$ cat src/rtl/qif_pkg.sv
// Shared constants and types for the QIF neuron datapath: current width, internal sum width,
// clamp limits, weight type and the neuron's reset/peak potentials.
package qif_pkg;

    localparam int I_W   = 8;
    localparam int SUM_W = 10;
    localparam int I_MAX = 127;
    localparam int I_MIN = -128;

    // Membrane potentials used by the downstream neuron stage
    localparam int V_RESET = -64;
    localparam int V_PEAK  = 127;

    typedef logic signed [I_W-1:0]   weight_t;
    typedef logic signed [I_W-1:0]   cur_t;
    typedef logic signed [SUM_W-1:0] sum_t;

    function automatic cur_t clamp_sum(input sum_t s);
        if (s > sum_t'(I_MAX)) return cur_t'(I_MAX);
        if (s < sum_t'(I_MIN)) return cur_t'(I_MIN);
        return cur_t'(s);
    endfunction

    function automatic logic clamp_hit(input sum_t s);
        return (s > sum_t'(I_MAX)) || (s < sum_t'(I_MIN));
    endfunction

endpackage

$ cat src/rtl/qif_evt_fifo.sv
// Small event FIFO holding channel indices; pointers carry a wrap bit so full and
// empty are distinguished, and both flags are registered.
module qif_evt_fifo
    import qif_pkg::*;
#(
    parameter int DEPTH = 4,
    parameter int DW    = 2
) (
    input  logic          clk,
    input  logic          rst,
    input  logic          push,
    input  logic          pop,
    input  logic [DW-1:0] din,
    output logic [DW-1:0] dout,
    output logic          full,
    output logic          empty
);

    localparam int AW = $clog2(DEPTH);
    localparam int PW = AW + 1;

    logic [PW-1:0] wr_ptr_q, wr_ptr_d;
    logic [PW-1:0] rd_ptr_q, rd_ptr_d;
    logic          full_q, full_d;
    logic          empty_q, empty_d;
    logic          do_push, do_pop;
    logic [DW-1:0] mem_q [DEPTH];
    logic [DW-1:0] mem_d [DEPTH];

    always_comb begin
        // A full FIFO refuses pushes even when a pop frees a slot this cycle
        do_push = push && !full_q;
        do_pop  = pop && !empty_q;
        mem_d   = mem_q;
        if (do_push) mem_d[wr_ptr_q[AW-1:0]] = din;
        wr_ptr_d = wr_ptr_q + PW'(do_push);
        rd_ptr_d = rd_ptr_q + PW'(do_pop);
        empty_d  = (wr_ptr_d == rd_ptr_d);
        full_d   = (wr_ptr_d[AW] != rd_ptr_d[AW]) && (wr_ptr_d[AW-1:0] == rd_ptr_d[AW-1:0]);
    end

    always_ff @(posedge clk or posedge rst) begin
        if (rst) begin
            wr_ptr_q <= '0;
            rd_ptr_q <= '0;
            full_q   <= 1'b0;
            empty_q  <= 1'b1;
        end else begin
            wr_ptr_q <= wr_ptr_d;
            rd_ptr_q <= rd_ptr_d;
            full_q   <= full_d;
            empty_q  <= empty_d;
        end
    end

    always_ff @(posedge clk) begin
        mem_q <= mem_d;
    end

    assign dout  = mem_q[rd_ptr_q[AW-1:0]];
    assign full  = full_q;
    assign empty = empty_q;

endmodule

$ cat src/rtl/qif_synapse.sv
// Synaptic current front-end: buffers weighted spike events, decays the current toward zero
// and adds one event weight per tick. Define QIF_SYN_SATCNT_EN for the sat_cnt port/counter.
module qif_synapse
    import qif_pkg::*;
#(
    parameter int N_IN        = 4,
    parameter int DEPTH       = 4,
    parameter int DECAY_SHIFT = 2,
    parameter int W_INIT      = 0
) (
    input  logic                    clk,
    input  logic                    rst_n,
    input  logic                    tick,
    input  logic                    ev_valid,
    output logic                    ev_ready,
    input  logic [$clog2(N_IN)-1:0] ev_ch,
    input  logic                    w_we,
    input  logic [$clog2(N_IN)-1:0] w_addr,
    input  weight_t                 w_data,
    output cur_t                    I_syn
`ifdef QIF_SYN_SATCNT_EN
    ,
    output logic [7:0]              sat_cnt
`endif
);

    localparam int CH_W = $clog2(N_IN);

    logic            fifo_full, fifo_empty, pop_en;
    logic [CH_W-1:0] head_ch;
    weight_t         w_tab [N_IN];
    weight_t         w_sel;
    cur_t            i_syn_q, i_syn_d;
    sum_t            i_ext, d_ext, w_ext, s_sum;
    logic [I_W-1:0]  mag, m;

    // rst_n is active-high despite its name
    qif_evt_fifo #(
        .DEPTH (DEPTH),
        .DW    (CH_W)
    ) u_fifo (
        .clk   (clk),
        .rst   (rst_n),
        .push  (ev_valid),
        .pop   (pop_en),
        .din   (ev_ch),
        .dout  (head_ch),
        .full  (fifo_full),
        .empty (fifo_empty)
    );

    assign pop_en   = tick && !fifo_empty;
    assign ev_ready = !fifo_full;

    generate
        for (genvar gi = 0; gi < N_IN; gi++) begin : g_wt
            weight_t w_q, w_d;
            always_comb begin
                w_d = w_q;
                if (w_we && (w_addr == CH_W'(gi))) w_d = w_data;
            end
            always_ff @(posedge clk or posedge rst_n) begin
                if (rst_n) w_q <= weight_t'(W_INIT);
                else       w_q <= w_d;
            end
            assign w_tab[gi] = w_q;
        end
    endgenerate

    always_comb begin
        // A pop reads the table as it stood before this edge's weight write
        w_sel = pop_en ? w_tab[head_ch] : '0;
        mag   = i_syn_q[I_W-1] ? ((~i_syn_q) + I_W'(1)) : i_syn_q;
        m     = mag >> DECAY_SHIFT;
        if ((m == '0) && (i_syn_q != '0)) m = I_W'(1);
        d_ext = i_syn_q[I_W-1] ? -sum_t'(m) : sum_t'(m);
        i_ext = sum_t'(i_syn_q);
        w_ext = sum_t'(w_sel);
        s_sum = i_ext - d_ext + w_ext;
        i_syn_d = i_syn_q;
        if (tick) i_syn_d = clamp_sum(s_sum);
    end

    always_ff @(posedge clk or posedge rst_n) begin
        if (rst_n) i_syn_q <= '0;
        else       i_syn_q <= i_syn_d;
    end

    assign I_syn = i_syn_q;

`ifdef QIF_SYN_SATCNT_EN
    logic [7:0] sat_cnt_q, sat_cnt_d;

    always_comb begin
        sat_cnt_d = sat_cnt_q;
        if (tick && clamp_hit(s_sum) && (sat_cnt_q != 8'hFF)) sat_cnt_d = sat_cnt_q + 8'd1;
    end

    always_ff @(posedge clk or posedge rst_n) begin
        if (rst_n) sat_cnt_q <= '0;
        else       sat_cnt_q <= sat_cnt_d;
    end

    assign sat_cnt = sat_cnt_q;
`endif

endmodule

$ cat config.mk
export PLATFORM = sky130hd
export DESIGN_NAME = qif_synapse
export DESIGN_NICKNAME = d
export VERILOG_FILES = /design/src/rtl/qif_pkg.sv /design/src/rtl/qif_evt_fifo.sv /design/src/rtl/qif_synapse.sv
export SDC_FILE = /design/constraint.sdc
export NUM_CORES = 1
export LEC_CHECK = 0
export CAP_MARGIN = 25
export CORE_MARGIN = 2
export CORE_UTILIZATION = 60
export CTS_BUF_LIST = sky130_fd_sc_hd__clkbuf_16
export DETAILED_ROUTE_END_ITERATION = 10
export PLACE_DENSITY = 0.93
export SLEW_MARGIN = 25
export SYNTH_ARGS = -nofsm -noshare
export SYNTH_HDL_FRONTEND = slang
export SYNTH_SLANG_ARGS = --single-unit
$ cat constraint.sdc
create_clock -name clk -period 10.64 [get_ports clk]
set_input_delay 2.128 -clock clk [delete_from_list [all_inputs] [get_ports clk]]
set_output_delay 2.128 -clock clk [all_outputs]
set_load 0.005 [all_outputs]
==> results.cfg <==
[status]
status = complete, no violations

[setup_path]
end_kind = register
worstSetupPathType = in2reg
cp_max_fo = 12
worstSetupStartpointType = input port
cp.required_ns = 10.83
cp.arrival_ns = 6.29
reg2reg_slack_ns = 5.84

[global_route]
grt_pass1_wl_um = 10900
overflow = 0
track_usage_pct = 22.8
grt_pass1_vias = 2279
antenna_found_initial = 0
grt_max_degree = 49

[synth]
synthTopCellsByArea = dfrtp_1, mux2_2, edfxtp_1
synthArstFlopShare_pct = 85.7
seq_area_frac_synth_pct = 43.0
synth_common_cells = dfrtp_1, mux2_2, ha_1, inv_1
syn_area_per_cell_sq_um = 12.4
syn_inst = 270
synth_top_area_share_pct = 35.0
synth-seq-cells = 56
synth_edf_count = 8
synth_top_area_cell = dfrtp_1
ys.flop_type = dfrtp_1
synth_cell_types = 52
yosys.cell_count.top_type = dfrtp_1
yosysWarningCount = 0
syn_nets = 311
netlist_area_sq_um = 3360

[drt]
remaining_drc_errors = 0
post_drt_wl_per_cell_um = 17.4
ant_nets = 0
detail_route.first_pass.iterations = 4
dr_total_vias = 2220
vias_per_cell = 6.05
routed_wl_um = 6380
first_iter_violations = 128

[finish]
drive_gt1_share_pct = 20.7
fin_nets = 335
n_antenna_cell = 0
filler_cell_count = 369
area_growth_pct = 12.9
finalInstanceArea_sq_um = 3790

[worst_hold_path]
hp-class = reg2reg

[sta]
drv_slew = 0
hold_viol = 0
relSlewSlack_pct = 46.8
tightest_slew_ns = 0.797
setup_viol = 0
min_period_ns = 6.11
post-route-period-util_pct = 57.4
finalClockSkew_ns = 0.00458
tns_ns = 0
rsz0062_at_grt = false
fmax_mhz = 164

[clocking]
root_buffer = clkbuf_16
clkTransAtPathRegs_ns = 0.07
cts_buffers = 5
clock_latency_ns = 0.30
cts.repair.resized = 0
post_cts_buffers = 0
cts_htree_levels = 2
cts.sinks = 56
clockBufferDepth = 2
cts_tree = built
cts_hold_buf = 0

[floorplan]
ioPinCount = 26
core_area_sq_um = 5440
start_util_pct = 61.7
die_area_sq_um = 6210
die_height_um = 78.8
die_x_um = 78.8
num_rows = 27

[placement]
hpwlAfterDp_um = 4660
routabilityCongestion = 0.923
place_area_sq_um = 3640
port_buffers = 25

[flow_run]
drv_cap = 0
[flip-flops by register name, summed over array words and instances (netlist names)]
name / cells
u_fifo.rd_ptr_q: 3
u_fifo.wr_ptr_q: 3
u_fifo.full: 1
g_wt.w_q: 32
u_fifo.empty: 1
I_syn: 8
u_fifo.mem_q: 8
[worst max-delay path: stages]
cell	delay [ns]
clkdlybuf4s50_1	0.71
nor2b_1	0.65
and2_1	0.24
fa_1	0.41
ha_1	0.37
a21o_1	0.22
a21oi_1	0.26
a211oi_1	0.13
or3_1	0.42
a21oi_4	0.30
o22ai_2	0.17
a32o_1	0.26
[layout make-up]
class | instances | area, sq um | share of cell area (%)
Clock inverter | 3 | 21.3 | 0.561
Multi-Input combinational cell | 187 | 1780 | 47.1
Sequential cell | 56 | 1440 | 38.1
Clock buffer | 5 | 125 | 3.30
Tap cell | 72 | 90.1 | 2.38
Timing Repair Buffer | 26 | 258 | 6.80
Inverter | 18 | 68.8 | 1.82
[stage by stage]
stage | util, % | std cells | hold slack [ns] | worst slack [ns]
6_report | 69.7 | 367 | 0.482 | 4.53
5_1_grt | 69.7 | 367 | 0.499 | 4.29
4_1_cts | 69.6 | 367 | 0.489 | 4.60
3_5_place_dp | 66.9 | 359 | 0.479 | 4.32
3_3_place_gp | 66.9 | 359 | 0.463 | 4.45
2_1_floorplan | - | 270 | 0.447 | 5.69
[cell families (layout without fill, tap and decap cells)]
kind of cell,after synthesis,in the layout,share of synthesized area (%)
xor+xnor,13,13,3.39
mux,45,45,18.8
simple gates,63,63,10.3
flops,56,56,43.0
other cells,1,1,0.112
compound gates,41,41,9.99
buf+inv,27,52,3.88
fa+ha+maj,24,24,10.5
[per-layer routing]
metal  vias to the layer above  track usage (%)  wire (um)  part of all wire, %
met5                         -                0          0                    0
li1                       1032                -          -                    -
met4                         0             8.77        143                  2.2
met1                      1115             28.7       2670                   42
met2                        58             38.9       3300                   52
met3                        15             4.55        262                  4.1
[worst paths after layout]
kind                                              start                            to  depth (start not counted)
max reg2reg                        I_syn[3]$_DFFE_PP0P_          I_syn[2]$_DFFE_PP0P_                         17
min in group asynchronous                         rst_n          I_syn[3]$_DFFE_PP0P_                          2
max                                                tick          I_syn[2]$_DFFE_PP0P_                         12
max in group asynchronous                         rst_n    g_wt[1].w_q[1]$_DFFE_PP0P_                          2
min                        u_fifo.wr_ptr_q[2]$_DFF_PP0_  u_fifo.wr_ptr_q[2]$_DFF_PP0_                          1
min reg2reg                u_fifo.wr_ptr_q[2]$_DFF_PP0_  u_fifo.wr_ptr_q[2]$_DFF_PP0_                          1
[layout by cell type (no fill, tap or decap), types with 6 or more instances in the layout]
cell type	n
mux4_1	7
inv_1	17
edfxtp_1	8
o21ai_0	7
dfrtp_1	47
and2_1	6
xnor2_1	8
mux2_2	33
nor2_1	13
fa_1	7
nand2_1	13
a21oi_1	6
clkdlybuf4s50_1	25
ha_1	17
Power is not shown: default switching activity piles up to over one toggle a cycle in this logic, so the estimate is an artifact.
